[config.mk]
export PLATFORM = sky130hd
export DESIGN_NAME = fifo_rr_arbiter
export DESIGN_NICKNAME = d
export VERILOG_FILES = /design/src/rtl/fifo_arb_pkg.sv /design/src/rtl/fifo_rr_pick.sv /design/src/rtl/fifo_rr_arbiter.sv
export SDC_FILE = /design/constraint.sdc
export NUM_CORES = 1
export LEC_CHECK = 0
export ABC_CLOCK_PERIOD_IN_PS = 1970
export BUFFER_PORTS_ARGS = -buffer_cell sky130_fd_sc_hd__buf_4
export CORE_ASPECT_RATIO = 1.2
export CORE_MARGIN = 2
export CORE_UTILIZATION = 35
export CTS_CLUSTER_DIAMETER = 40
export CTS_CLUSTER_SIZE = 24
export DETAILED_ROUTE_END_ITERATION = 12
export PLACE_DENSITY = 0.67
export SYNTH_ARGS = -nofsm -noshare
export SYNTH_HDL_FRONTEND = slang
export SYNTH_SLANG_ARGS = --single-unit
[constraint.sdc]
create_clock -name clk -period 1.97 [get_ports clk]
set_clock_uncertainty 0.05 [all_clocks]
set_input_delay 0.197 -clock clk [delete_from_list [all_inputs] [get_ports clk]]
set_output_delay 0.197 -clock clk [all_outputs]
set_load 0.05 [all_outputs]
[src/rtl/fifo_arb_pkg.sv]
// rtl/fifo_arb_pkg.sv - shared state encoding and defaults for the FIFO round-robin arbiter
package fifo_arb_pkg;

  localparam int STATE_W       = 3;
  localparam int NUM_FIFOS_DEF = 4;

  typedef enum logic [STATE_W-1:0] {
    ST_RESET  = 3'd0,
    ST_INIT   = 3'd1,
    ST_IDLE   = 3'd2,
    ST_ACTIVE = 3'd3,
    ST_ERROR  = 3'd4
  } state_t;

endpackage

[src/rtl/fifo_rr_pick.sv]
// rtl/fifo_rr_pick.sv - combinational source picker; round-robin after last, or fixed
// lowest-index priority when ARB_STRICT_PRIO_EN is defined
module fifo_rr_pick #(
  parameter int N  = 4,
  parameter int IW = $clog2(N)
) (
  input  logic [N-1:0]  req,
  input  logic [IW-1:0] last,
  output logic [N-1:0]  pick_oh,
  output logic [IW-1:0] pick_idx,
  output logic          pick_valid
);

  logic [IW-1:0] cand;

  always_comb begin
    pick_oh    = '0;
    pick_idx   = '0;
    pick_valid = 1'b0;
    cand       = last;
`ifdef ARB_STRICT_PRIO_EN
    for (int i = N - 1; i >= 0; i--) begin
      if (req[i]) begin
        pick_idx   = IW'(i);
        pick_valid = 1'b1;
      end
    end
`else
    // Scan from farthest to nearest so the nearest requester after last wins.
    for (int k = N; k >= 1; k--) begin
      cand = last + IW'(k);
      if (req[cand]) begin
        pick_idx   = cand;
        pick_valid = 1'b1;
      end
    end
`endif
    if (pick_valid) pick_oh[pick_idx] = 1'b1;
  end

endmodule

[src/rtl/fifo_rr_arbiter.sv]
// rtl/fifo_rr_arbiter.sv - shares one downstream FIFO write port between NUM_FIFOS sources;
// arbitration mode selected by ARB_STRICT_PRIO_EN (see fifo_rr_pick)
module fifo_rr_arbiter
  import fifo_arb_pkg::*;
#(
  parameter int BITNUMBER = 8,
  parameter int NUM_FIFOS = NUM_FIFOS_DEF,
  parameter int LENGTH    = 8,
  parameter int THR_W     = $clog2(LENGTH) + 1,
  localparam int GW       = $clog2(NUM_FIFOS)
) (
  input  logic                           clk,
  input  logic                           reset,
  input  logic                           init,
  input  logic [THR_W-1:0]               umbral_af_in,
  output logic [THR_W-1:0]               umbral_af,
  input  logic [NUM_FIFOS-1:0]           fifo_empty,
  input  logic [NUM_FIFOS*BITNUMBER-1:0] fifo_data,
  output logic [NUM_FIFOS-1:0]           fifo_rd,
  input  logic                           pause,
  input  logic                           dst_full,
  output logic                           out_wr,
  output logic [BITNUMBER-1:0]           out_data,
  output logic [GW-1:0]                  grant,
  output logic [STATE_W-1:0]             state,
  output logic                           idle,
  output logic                           error
);

  state_t               st, st_nxt;
  logic                 data_vld;
  logic [NUM_FIFOS-1:0] pick_oh;
  logic [GW-1:0]        pick_idx;
  logic                 pick_valid;
  logic                 err_det;
  logic                 all_empty;
  logic                 rd_en;

  fifo_rr_pick #(.N(NUM_FIFOS), .IW(GW)) u_pick (
    .req       (~fifo_empty),
    .last      (grant),
    .pick_oh   (pick_oh),
    .pick_idx  (pick_idx),
    .pick_valid(pick_valid)
  );

  assign state     = st;
  assign err_det   = out_wr && dst_full;
  assign all_empty = &fifo_empty;
  // Read strobe is decoded from the current empty flags, so a source popped this
  // cycle shows its updated flag before it can be strobed again.
  assign rd_en     = (st == ST_ACTIVE) && !pause && !init && pick_valid && !err_det;
  assign fifo_rd   = rd_en ? pick_oh : '0;

  always_comb begin
    st_nxt = st;
    if (err_det) begin
      st_nxt = ST_ERROR;
    end else begin
      case (st)
        ST_RESET:  st_nxt = ST_INIT;
        ST_INIT:   if (!init) st_nxt = all_empty ? ST_IDLE : ST_ACTIVE;
        ST_IDLE: begin
          if (init) st_nxt = ST_INIT;
          else if (!all_empty) st_nxt = ST_ACTIVE;
        end
        ST_ACTIVE: begin
          // The write leaving this cycle completes on its own; only a word still
          // coming out of a source keeps the FSM here.
          if (!data_vld) begin
            if (init) st_nxt = ST_INIT;
            else if (all_empty) st_nxt = ST_IDLE;
          end
        end
        ST_ERROR:  if (init) st_nxt = ST_INIT;
        default:   st_nxt = ST_RESET;
      endcase
    end
  end

  always_ff @(posedge clk or negedge reset) begin
    if (!reset) begin
      st        <= ST_RESET;
      idle      <= 1'b0;
      error     <= 1'b0;
      umbral_af <= '0;
      grant     <= GW'(NUM_FIFOS - 1);
      data_vld  <= 1'b0;
      out_wr    <= 1'b0;
      out_data  <= '0;
    end else begin
      st    <= st_nxt;
      idle  <= (st_nxt == ST_IDLE);
      error <= (st_nxt == ST_ERROR);
      if (st == ST_INIT) umbral_af <= umbral_af_in;
      if (rd_en) grant <= pick_idx;
      if (err_det || st == ST_ERROR) begin
        data_vld <= 1'b0;
        out_wr   <= 1'b0;
      end else begin
        data_vld <= rd_en;
        out_wr   <= data_vld;
        if (data_vld) out_data <= fifo_data[grant*BITNUMBER +: BITNUMBER];
      end
    end
  end

endmodule

; ---- Word level (Yosys, flattened, before mapping)
; Cells that the tools add are included.
[word_totals]
ff_bits = 21
input_bits = 45
out_inout_bits = 24
elab_cells = 71
[op_classes]
addsub = 3
n_lt_le_gt_ge = 6
eq_ne = 6
shifts = 1
n_mux = 32
bitwise_logic = 2
n_reduce_logical = 13
[ops]
columns = operator, n
row1 = $shiftx A32 B6 Y8, 1
row2 = $mux W3, 8
row3 = $lt A2 B3 Y1 const B, 5
row4 = $pmux W3 S5, 1
row5 = $mux W1, 12
row6 = $eq A3 B2 Y1 const B, 3
row7 = $bmux W1 S2, 4
row8 = $mux W2, 4
row9 = $mux W4, 2
row10 = $eq A3 B3 Y1 const B, 2
row11 = $logic_and A1 B1 Y1, 6
row12 = $add A2 B2 Y2 const B, 2
row13 = $not A4 Y4, 1
row14 = $reduce_and A4 Y1, 1
row15 = $eq A3 B1 Y1 const B, 1
row16 = $logic_not A1 Y1, 3
row17 = $logic_not A3 Y1, 1
row18 = $add A2 B1 Y2 const B, 1
row19 = $demux W1 S2, 1
row20 = $ge A2 B1 Y1 const B, 1
row21 = $reduce_and A2 Y1, 1
row22 = $logic_or A1 B1 Y1, 1
row23 = $not A1 Y1, 1

; ---- Depth between registers and ports, before layout
; Gate-level depths: netlist of the first run.
[logic_depth]
word_depth = 13
ltp_mapped = 5
depth_no_buf = 4

; ---- Cells and area by module
; A second synthesis of the first run with hierarchy kept.
[hier_totals]
cells_unflattened = 107
hier_area_um2 = 1287.5
[modules_own_cells]
columns = mod, n_inst, cells_per_inst, area_per_inst_um2, seq_area_each_um2
row1 = fifo_rr_arbiter, 1, 75, 1068.5, 528.0
row2 = fifo_rr_pick, 1, 32, 219.0, 0.0

; ---- Least setup slack after synthesis of the first run
; Ideal clock, no wire load.
[synth_timing]
path_type = register to output
startpoint = register grant[0]
endpoint = output port fifo_rd[0]
arrival_time_ns = 2.043
required_ns = 1.723
slack_ns = -0.320
stages_incl_launch_ff = 6
path_buffers = 1
path_cell_list = dfstp_2 > buf_6 > nor2_1 > o21ai_0 > o211ai_1 > nor2_1
[synth_via]
elab_chain_len = 12
word_cells_on_any_way = 28
cone_classes = add/sub (3) / order compare (2) / mux (20) / reduce/logical (3)
[synth_lines]
columns = item, line
row1 = "start, declared", fifo_rr_arbiter.sv:24  ; output logic [GW-1:0] grant,
row2 = "start signal, assigned", fifo_rr_arbiter.sv:87  ; grant <= GW'(NUM_FIFOS - 1);
row3 = "start signal, assigned", fifo_rr_arbiter.sv:96  ; if (rd_en) grant <= pick_idx;
row4 = $add A2 B2 Y2 / $bmux W1 S2 (equally long branches), "fifo_rr_pick.sv:31, fifo_rr_pick.sv:32"
row5 = $bmux W1 S2 / $mux W1 (equally long branches), fifo_rr_pick.sv:32  ; if (req[cand]) begin
row6 = $mux W1 (implied by the code) / $mux W2 (equally long branches), fifo_rr_pick.sv:32
row7 = $mux W2 (3 in series), fifo_rr_pick.sv:32
row8 = $lt A2 B3 Y1 (implied by the code) / $ge A2 B1 Y1 (equally long branches), fifo_rr_pick.sv:38  ; if (pick_valid) pick_oh[pick_idx] = 1'b1;
row9 = $logic_and A1 B1 Y1 (implied by the code), fifo_rr_pick.sv:38
row10 = $mux W1 (implied by the code), fifo_rr_pick.sv:38
row11 = $demux W1 S2, --
row12 = $mux W4, fifo_rr_pick.sv:38
row13 = $mux W4 (*), fifo_rr_arbiter.sv:53  ; assign fifo_rd = rd_en ? pick_oh : '0;
row14 = "end, declared", fifo_rr_arbiter.sv:19  ; output logic [NUM_FIFOS-1:0] fifo_rd,
; Mark *: on every way between the ends. The rest lies on a longest branch, timed or not. The select of a mux whose other input is x is not followed.

; ---- Final worst setup path of the first run
[layout_timing]
startpoint = register grant[0]
endpoint = output port fifo_rd[2]
; Same word-level chain as after synthesis.

==> results by group, run 1 <==
Outcome
  • Status: complete, but fails checks
  • Failing checks: negative setup slack

Place
  • I/O Buffers: 68
  • Gpl congestion: 0.8539
  • Hpwl dp: 2585 um
  • Placed Cells: 196

Yosys
  • Largest family of logic cells by synthesized area: multiplexers
  • Post-synth top area share: 41.62%
  • Synth Instances: 93
  • Xor and xnor area share after synthesis: 0%
  • Post-Synth Adder-Cell Area: 0%
  • Synth area leader: dfrtp_1
  • Netlist cell types: 30
  • Simple-gate share of the synthesized area: 14.46%
  • Top area cells in the synthesized netlist: dfrtp_1 (42%), mux2_2 (12%), mux4_2 (9.9%)
  • Yosys Warn Count: 0
  • #FFs+latches synth: 21
  • Avg Cell Area, Syn: 12.28 um^2
  • Mux contribution to synthesized area: 28.59%
  • Mapped Area: 1142 um^2
  • Seq/Total Area, Yosys: 46.22%
  • Compound-Gate Fraction of Synth Area: 8.324%
  • Syn_nets: 138

Route
  • DRC Markers: 0
  • Final wirelength: 3503 um
  • Wl on met1: 1345 um
  • DR vias/cell: 5.332
  • Final ANT Viol Nets: 0
  • Iteration-0 DRC Markers: 18
  • First-pass detailed-route iteration total: 4
  • Routed wl met2: 1970 um
  • Wirelength per Cell: 17.09 um
  • Vias: 1093
  • Top Layer Used: met4
  • Routed length on met3: 123 um

Power and ir drop
  • Share of total power in combinational logic: 61.5%
  • LEAKAGE: 0.8738 nW
  • Clock power share: 8.9%
  • Sw Share: 47.05%
  • P_int: 0.001298 W
  • Power Density: 1302 nW/um^2
  • Sw power: 0.001154 W
  • Max IR drop VDD: 0.0009124 V
  • Seq pwr share: 29.6%

STA
  • Final worst path period share: 101.4%
  • Fmax: 500.7 MHz
  • Max-slew violations: 0
  • Slew @ Worst Pin: 0.5750 ns
  • TNS Setup: -0.05440 ns
  • Slew HR: 61.58%
  • Setup violators final: 2
  • Final Hold Fails: 0
  • RSZ-0062 raised after global routing: true
  • Tmin final: 1.997 ns
  • Final worst slack: -0.02739 ns

GRT
  • First-pass GRT wire length: 5671 um
  • Overall Global Routing Usage: 19.75%
  • Congestion Overflow GR: 0
  • Initial antenna violation count: 0
  • Number of global-route vias before repair: 1224
  • Largest net degree at the start of global routing: 22

Critical path
  • Kind of critical path: reg -> out
  • Startpoint types: flop
  • Arrival time worst endpoint: 1.75 ns
  • Largest fanout on the critical path: 6
  • Crit. Startpoint: grant[0]$_DFFE_PN1P_
  • CP required: 1.72 ns
  • Worst setup EP type: output port
  • Reg2reg start: grant[0]$_DFFE_PN1P_

Min path
  • Min-delay src: umbral_af_in[2]
  • Min-delay worst type: in -> reg

Layout
  • Most frequent cells in the layout: buf_4 (68), dfrtp_1 (18), mux2_2 (12)
  • # fillers: 274
  • Antenna Cells: 0
  • Layout cells sized above 1: 66.27%
  • Most common cell after layout, fill and taps aside: buf_4
  • P&R area growth vs syn: 64.84%
  • Post-Layout Cell Count: 205
  • Nets: 215

Floorplan
  • Initial core utilization: 37.05%
  • Core area: 3083 um^2
  • Die Y: 66.58 um
  • Standard-cell rows: 22
  • Die ar.: 3738 um^2
  • Boundary Pins: 69
  • Die W: 56.15 um

Clock tree
  • Clock transition at the registers of the reported paths: 0.13 ns
  • CTS Buffer Depth: 2
  • Clock latency on the worst-skew pair: 0.31 ns
  • Num CTS Buffers: 3
  • Number of clock sinks: 21
  • Clk Tree Root Cell: clkbuf_4
  • H-tree levels: 1
  • CTS tree: yes

Job
  • Total of max-cap violations: 0
## synth_stat cells (all sizes together)
master / number
nor4: 1
a2bb2oi: 1
nand2b: 1
dfstp: 2
nand4: 2
mux2: 12
nand3: 2
nand2: 8
a211oi: 1
nor3: 2
and2: 1
a221oi: 1
nor2: 9
and3: 1
dfrtp: 19
o21a: 1
o211ai: 1
o21ai: 4
nor3b: 1
o211a: 1
a21oi: 5
buf: 2
nor2b: 2
nor4b: 1
and4b: 1
inv: 3
mux4: 8
## per-stage QoR
stage	hold WS (ns)	instance area [um^2]	power, W	setup slack, ns	utilization, %
2_1_floorplan	-0.1486	1176	0.001715	0.04668	-
3_5_place_dp	0.05066	1723	0.002119	0.1004	55.88
6_report	0.05871	1883	0.002452	-0.02739	61.08
3_3_place_gp	0.04874	1723	0.002090	0.1726	55.88
5_1_grt	0.02987	1883	0.002581	-0.1073	61.08
4_1_cts	0.05293	1851	0.002429	-0.01375	60.02
## power by group through the flow
stage                     logic [W]  clock network [W]  registers [W]
after floorplan            0.000509                  0        0.00121
after global placement      0.00136                  0       0.000733
after detailed placement    0.00137                  0       0.000747
after CTS                   0.00150           0.000223       0.000705
after global routing        0.00159           0.000247       0.000747
final                       0.00151           0.000217       0.000725
## logic make-up after synthesis
group                  Yosys count
flip-flops                      21
buffers and inverters            5
AND/OR/NAND/NOR                 32
multiplexers                    20
AO/OA/AOI/OAI                   15
## routing by layer
metal,vias up,track usage (%)
met3,6,3.107
met2,29,38.38
met5,-,0
li1,507,-
met4,0,8.036
met1,551,21.09
## path summary, 6_finish.rpt
check / slack, ns / endpoint / cells after the start
worst max-delay path: -0.03 / fifo_rd[2] / 5
worst max register to register: 0.05 / out_data[0]$_DFFE_PN0P_ / 3
worst min-delay path: 0.06 / umbral_af[2]$_DFFE_PN0P_ / 2
min in group asynchronous: 0.27 / out_data[7]$_DFFE_PN0P_ / 2
worst min register to register: 0.47 / out_data[1]$_DFFE_PN0P_ / 1
max in group asynchronous: 1.31 / grant[1]$_DFFE_PN1P_ / 2
## repair_timing
| item | CTS | global route |
|---|---|---|
| resized for setup | 18 | 5 |
| setup buffers | 3 | 1 |
| endpoints found under the hold margin | 21 | 0 |
| cloned | 0 | 0 |
| pin swaps | 6 | 6 |
| hold buffers | 1 | 0 |
| endpoints found under the setup margin | 4 | 4 |
## flip-flops by register name, indices dropped and copies added, names as in the netlist
register and cells:
grant 2, state 3, error 1, idle 1, data_vld 1, umbral_af 4, out_data 8, out_wr 1
## cell type report
type / instances / area, um^2 / area share [%]
repair buffers: 74 / 584.3 / 31.03
inverters: 3 / 11.26 / 0.5980
clock buffers: 3 / 22.52 / 1.196
flip-flops and latches: 21 / 533.0 / 28.31
well taps: 36 / 45.04 / 2.392
multi-input cells: 67 / 681.9 / 36.21
clock inverters: 1 / 5.005 / 0.2658
## critical path, cell delays in order, from the launching register on
cell and delay (ns):
dfstp_4 0.72, nor3_4 0.05, a221oi_2 0.24, nand2_2 0.15, nor2_4 0.13, buf_8 0.15
No activity file was read; power rests on OpenSTA's default activity.
==> inputs of run 2 (changes only) <==
- ABC_CLOCK_PERIOD_IN_PS: 1970 -> 2100
- clock period: 1.97 -> 2.1 ns (I/O delays scaled with it)
==> run 2 against run 1 <==
Cell count decreased by 1.5%; non-clock buffer count decreased by 3; largest cell class unchanged; hold slack improved by 0.024 ns; via count decreased by 3.7%; clock power decreased by 11%; the run now ends clean; final area decreased by 6.6%; clock-buffer cell count unchanged; highest routed layer unchanged; worst setup slack improved by 0.16 ns; global-route usage decreased by 3.5 points; critical path type unchanged.
==> results by group, run 2 (synthesis gave the netlist of run 1 again) <==
STA
  • RSZ-0062 raised after global routing: false
  • Max-slew violations: 0 (unchanged)
  • Fmax: 507.1 MHz
  • Slew @ Worst Pin: 0.5768 ns (+0.001742 ns)
  • Setup violators final: 0 (-2)
  • TNS Setup: 0 ns (+0.05440 ns)
  • Slew HR: 61.47% (-0.12 points)
  • Tmin final: 1.972 ns
  • Final worst path period share: 93.90%
  • Final Hold Fails: 0 (unchanged)

Route
  • Vias: 1053 (-3.7%)
  • Final wirelength: 2809 um (-20%)
  • Wirelength per Cell: 13.91 um (-19%)
  • DRC Markers: 0 (unchanged)
  • Iteration-0 DRC Markers: 10 (-8)
  • First-pass detailed-route iteration total: 2 (-2)
  • Final ANT Viol Nets: 0 (unchanged)
  • DR vias/cell: 5.213 (-2.2%)

Clock tree
  • CTS tree: yes
  • Clock transition at the registers of the reported paths: 0.12 ns (about the same)
  • Clk Tree Root Cell: clkbuf_4
  • Number of clock sinks: 21 (unchanged)
  • Clock latency on the worst-skew pair: 0.30 ns (about the same)
  • Num CTS Buffers: 3 (unchanged)
  • CTS Buffer Depth: 2 (unchanged)
  • H-tree levels: 1 (unchanged)

Critical path
  • Startpoint types: flop
  • Crit-path leading delay family: flip-flops
  • Slowest CP cell: dfstp_4
  • Crit. Startpoint: grant[0]$_DFFE_PN1P_
  • Reg2reg start: grant[0]$_DFFE_PN1P_
  • Largest fanout on the critical path: 6 (unchanged)
  • Arrival time worst endpoint: 1.71 ns (-0.04 ns)
  • Worst path max stage delay: 0.67 ns (-0.05 ns)
  • CP required: 1.84 ns (+0.12 ns)
  • Kind of critical path: reg -> out
  • Worst setup EP type: output port
  • Most common cell on crit path: nor2_1
  • Worst path cell trace: nor2_1, o21ai_1, o211ai_1, nor2_1, buf_4
  • Crit path buffers/inverters: 1 (unchanged)

Min path
  • Min-delay src: umbral_af_in[3]
  • Min-delay worst type: in -> reg

Layout
  • Post-layout util: 57.02% (-4.1 points)
  • Most common cell after layout, fill and taps aside: buf_4
  • Multi-input gate area: 605.6 um^2 (-11%)
  • Post-Layout Cell Count: 202 (-1.5%)
  • Nets: 212 (-1.4%)
  • Register area: 533.0 um^2 (unchanged)
  • Max FFs per register: 8 (unchanged)
  • Antenna Cells: 0 (unchanged)
  • Layout cells sized above 1: 60.24% (-6.0 points)
  • Most frequent cells in the layout: buf_4 (70), dfrtp_1 (18), mux2_2 (12)
  • # fillers: 271 (-1.1%)
  • Biggest register: out_data
  • P&R area growth vs syn: 53.89%

Job
  • Total of max-cap violations: 0 (unchanged)

GRT
  • Initial antenna violation count: 0 (unchanged)
  • Congestion Overflow GR: 0 (unchanged)
  • Overall Global Routing Usage: 16.24% (-3.5 points)
  • First-pass GRT wire length: 4712 um (-17%)
  • Largest net degree at the start of global routing: 22 (unchanged)
  • Number of global-route vias before repair: 1113 (-9.1%)

Floorplan
  • Initial core utilization: 37.05% (unchanged)
  • Boundary Pins: 69 (unchanged)
  • Die Y: 66.58 um (unchanged)
  • Standard-cell rows: 22 (unchanged)
  • Die ar.: 3738 um^2 (unchanged)
  • Core area: 3083 um^2 (unchanged)
  • Die W: 56.15 um (unchanged)

Power and ir drop
  • Sw power: 0.001007 W (-13%)
  • Sw Share: 46.30% (-0.75 points)
  • Clock power share: 8.9% (about the same)
  • Power Density: 1237 nW/um^2 (-5.0%)
  • Total design power: 0.002174 W (-11%)
  • Max IR drop VDD: 0.001034 V (+13%)
  • Share of total power in combinational logic: 60.3% (-1.2 points)
  • P_int: 0.001168 W (-10%)
  • Seq pwr share: 30.8% (+1.2 points)
  • LEAKAGE: 0.8406 nW (-3.8%)

Place
  • Placed Cells: 196 (unchanged)
  • Gpl congestion: 0.6877 (-19%)
  • I/O Buffers: 68 (unchanged)
  • Hpwl dp: 2275 um (-12%)

Outcome
  • Status: finished, final reports clean
-- run 2: timing repair --
item / 4_1_cts / 5_1_grt
setup endpoints to repair: 4 / 4
hold buffers: 1 / 0
cloned: 0 / 0
resized for setup: 2 / 4
setup buffers: 1 / 0
hold endpoints to repair: 21 / 0
-- run 2: worst paths after layout --
| kind | to | slack [ns] | depth (start not counted) |
|---|---|---|---|
| max | fifo_rd[2] | 0.13 | 5 |
| min | umbral_af[3]$_DFFE_PN0P_ | 0.08 | 2 |
| max reg2reg | out_data[7]$_DFFE_PN0P_ | 0.24 | 3 |
| min reg2reg | umbral_af[0]$_DFFE_PN0P_ | 0.47 | 1 |
| max in group asynchronous | grant[1]$_DFFE_PN1P_ | 1.47 | 2 |
| min in group asynchronous | out_data[4]$_DFFE_PN0P_ | 0.26 | 2 |
-- run 2: metal layers --
metal | vias to the layer above | global-route usage (%) | wire length [um]
met5 | - | 0 | 0
met4 | 0 | 4.464 | 21
met3 | 2 | 5.049 | 236
met2 | 45 | 30.59 | 1491
met1 | 503 | 17.47 | 1059
li1 | 503 | - | -
-- run 2: final cells by class --
class / count / share of cell area, %
tap: 36 / 2.562
multi-input combinational: 67 / 34.45
inverter: 3 / 0.6406
timing repair buffer: 71 / 30.46
clock inverter: 1 / 0.2847
sequential: 21 / 30.32
clock buffer: 3 / 1.281
-- run 2: stage by stage --
| stage | cell area, um^2 | setup slack [ns] | hold slack, ns |
|---|---|---|---|
| after detailed placement | 1694 | 0.2092 | 0.05603 |
| after floorplan | 1147 | -0.2032 | -0.1356 |
| after global routing | 1758 | 0.005906 | 0.05453 |
| after global placement | 1694 | 0.2760 | 0.05357 |
| final | 1758 | 0.1280 | 0.08241 |
| after CTS | 1743 | 0.06325 | 0.07150 |
-- run 2: power by group through the flow --
stage / combinational, W / clock [W] / sequential [W]
after floorplan: 0.000455 / 0 / 0.00112
after global placement: 0.00123 / 0 / 0.000705
after detailed placement: 0.00125 / 0 / 0.000707
after CTS: 0.00131 / 0.000204 / 0.000669
after global routing: 0.00138 / 0.000219 / 0.000692
final: 0.00131 / 0.000193 / 0.000670
==> inputs of run 3 (changes only) <==
- ABC_CLOCK_PERIOD_IN_PS: 2100 -> 2530
- clock period: 2.1 -> 2.53 ns (I/O delays scaled with it)
==> run 3 against run 2 <==
Final area down 2.3%; flip-flop and latch count is the same; clock-buffer cell count is 1 higher; wire length down 2.8%; worst setup slack improved by 0.16 ns; critical path depth unchanged; sequential power down 10%.
==> results by group, run 3 (synthesis gave the netlist of run 1 again) <==
Power and ir drop
  • Sw power: 0.0008089 W (-20%)
  • LEAKAGE: 0.8287 nW (-1.4%)
  • Max IR drop VDD: 0.0006728 V (-35%)
  • Power Density: 1017 nW/um^2 (-18%)
  • Share of total power in combinational logic: 56.8% (-3.5 points)
  • Clock power share: 8.9% (about the same)
  • Seq pwr share: 34.3% (+3.5 points)
  • P_int: 0.0009387 W (-20%)
  • Sw Share: 46.29% (about the same)

Layout
  • Post-layout util: 55.72% (-1.3 points)
  • Antenna Cells: 0 (unchanged)
  • Most common cell after layout, fill and taps aside: buf_4
  • Biggest register: out_data
  • Max FFs per register: 8 (unchanged)
  • P&R area growth vs syn: 50.38%
  • Layout cells sized above 1: 55.49% (-4.8 points)
  • Register area: 528.0 um^2 (-0.94%)
  • # fillers: 280 (+3.3%)
  • Most frequent cells in the layout: buf_4 (68), dfrtp_1 (19), mux2_2 (12)
  • Multi-input gate area: 586.8 um^2 (-3.1%)
  • Nets: 210 (-0.94%)

Critical path
  • Crit. Startpoint: grant[0]$_DFFE_PN1P_
  • Worst reg-to-reg path cell count: 2 (-1)
  • Reg2reg end: out_data[7]$_DFFE_PN0P_
  • Largest fanout on the critical path: 14 (+8)
  • Reg2Reg Setup Slack: 0.71 ns (+0.47 ns)
  • Kind of critical path: reg -> out
  • CP required: 2.23 ns (+0.39 ns)
  • Startpoint types: flop
  • Reg2reg start: grant[0]$_DFFE_PN1P_
  • Worst setup EP type: output port
  • Arrival time worst endpoint: 1.94 ns (+0.23 ns)
  • Critical Path End: fifo_rd[0]

Route
  • Final wirelength: 2729 um (-2.8%)
  • Final ANT Viol Nets: 0 (unchanged)
  • DR vias/cell: 5.155 (-1.1%)
  • First-pass detailed-route iteration total: 4 (+2)
  • DRC Markers: 0 (unchanged)
  • Wirelength per Cell: 13.65 um (-1.9%)
  • Vias: 1031 (-2.1%)
  • Iteration-0 DRC Markers: 15 (+5)

Clock tree
  • H-tree levels: 1 (unchanged)
  • CTS tree: yes
  • Post_cts resized: 0 (-2)
  • Number of clock sinks: 21 (unchanged)
  • Clock latency on the worst-skew pair: 0.29 ns (about the same)
  • Clock transition at the registers of the reported paths: 0.11 ns (about the same)
  • Clk Tree Root Cell: clkbuf_4
  • Num CTS Buffers: 3 (unchanged)
  • CTS Buffer Depth: 2 (unchanged)

Floorplan
  • Boundary Pins: 69 (unchanged)
  • Die ar.: 3738 um^2 (unchanged)
  • Initial core utilization: 37.05% (unchanged)
  • Die Y: 66.58 um (unchanged)
  • Standard-cell rows: 22 (unchanged)
  • Die W: 56.15 um (unchanged)
  • Core area: 3083 um^2 (unchanged)

STA
  • TNS Setup: 0 ns (unchanged)
  • Max-slew violations: 0 (unchanged)
  • Final Hold Fails: 0 (unchanged)
  • Setup violators final: 0 (unchanged)
  • Final worst path period share: 88.53%
  • Slew HR: 61.10% (-0.37 points)
  • Fmax: 446.5 MHz
  • Tmin final: 2.240 ns
  • RSZ-0062 raised after global routing: false
  • Slew @ Worst Pin: 0.5823 ns (+0.005532 ns)

GRT
  • Congestion Overflow GR: 0 (unchanged)
  • First-pass GRT wire length: 4616 um (-2.0%)
  • Number of global-route vias before repair: 1039 (-6.6%)
  • Initial antenna violation count: 0 (unchanged)
  • Largest net degree at the start of global routing: 22 (unchanged)
  • Overall Global Routing Usage: 15.37% (-0.87 points)

Min path
  • Min-delay src: umbral_af_in[2]
  • Min-delay worst type: in -> reg

Job
  • Total of max-cap violations: 0 (unchanged)

Place
  • Hpwl dp: 2201 um (-3.3%)
  • Gpl congestion: 0.8005 (+16%)
  • I/O Buffers: 68 (unchanged)

Outcome
  • Status: finished, final reports clean
run 3: repair_timing:
item	in CTS	in global routing
hold buffers	1	0
buffers inserted	0	0
hold endpoints to repair	19	0
run 3: area by class of cell:
class | instances | share of cell area [%]
timing repair buffer | 69 | 30.30
tap | 36 | 2.622
inverter | 3 | 0.6555
clock buffer | 4 | 1.529
multi-input combinational | 67 | 34.16
sequential | 21 | 30.74
run 3: worst min-delay path by stage:
stage | end | slack, ns | depth (start not counted)
after floorplan | data_vld$_DFF_PN0_ | -0.09 | 0
after global placement | out_data[2]$_DFFE_PN0P_ | 0.1 | 1
after detailed placement | out_data[2]$_DFFE_PN0P_ | 0.10 | 1
after CTS | umbral_af[3]$_DFFE_PN0P_ | 0.13 | 2
after global routing | umbral_af[3]$_DFFE_PN0P_ | 0.13 | 2
final | umbral_af[2]$_DFFE_PN0P_ | 0.14 | 2
run 3: routing by layer:
metal / global-route usage (%) / up-vias / routed length (um)
li1: - / 494 / -
met1: 18.46 / 504 / 1115
met2: 29.26 / 29 / 1449
met3: 1.165 / 4 / 128
met4: 4.464 / 0 / 36
met5: 0 / - / 0
run 3: stage by stage:
| stage | worst slack [ns] | cell area [um^2] | instances | total power [W] | hold slack, ns |
|---|---|---|---|---|---|
| after floorplan | 0.1838 | 1142 | 93 | 0.001307 | -0.09259 |
| after global placement | 0.6768 | 1682 | 195 | 0.001592 | 0.09650 |
| after detailed placement | 0.6046 | 1682 | 195 | 0.001609 | 0.1001 |
| after CTS | 0.2646 | 1718 | 200 | 0.001763 | 0.1349 |
| after global routing | 0.1431 | 1718 | 200 | 0.001842 | 0.1340 |
| final | 0.2903 | 1718 | 200 | 0.001748 | 0.1402 |
run 3: power by group through the flow:
stage | clock network, W | registers, W | logic, W
after global routing | 0.000174 | 0.000626 | 0.00104
after CTS | 0.000158 | 0.000602 | 0.00100
after detailed placement | 0 | 0.000609 | 0.00100
after global placement | 0 | 0.000600 | 0.000991
final | 0.000155 | 0.000600 | 0.000993
after floorplan | 0 | 0.000933 | 0.000374
run 3: worst max-delay path, stage by stage, from the launching register on:
cell	delay [ns]
dfstp_2	0.77
nor2_1	0.08
o21ai_0	0.29
o211ai_1	0.17
nor2_1	0.13
buf_4	0.20
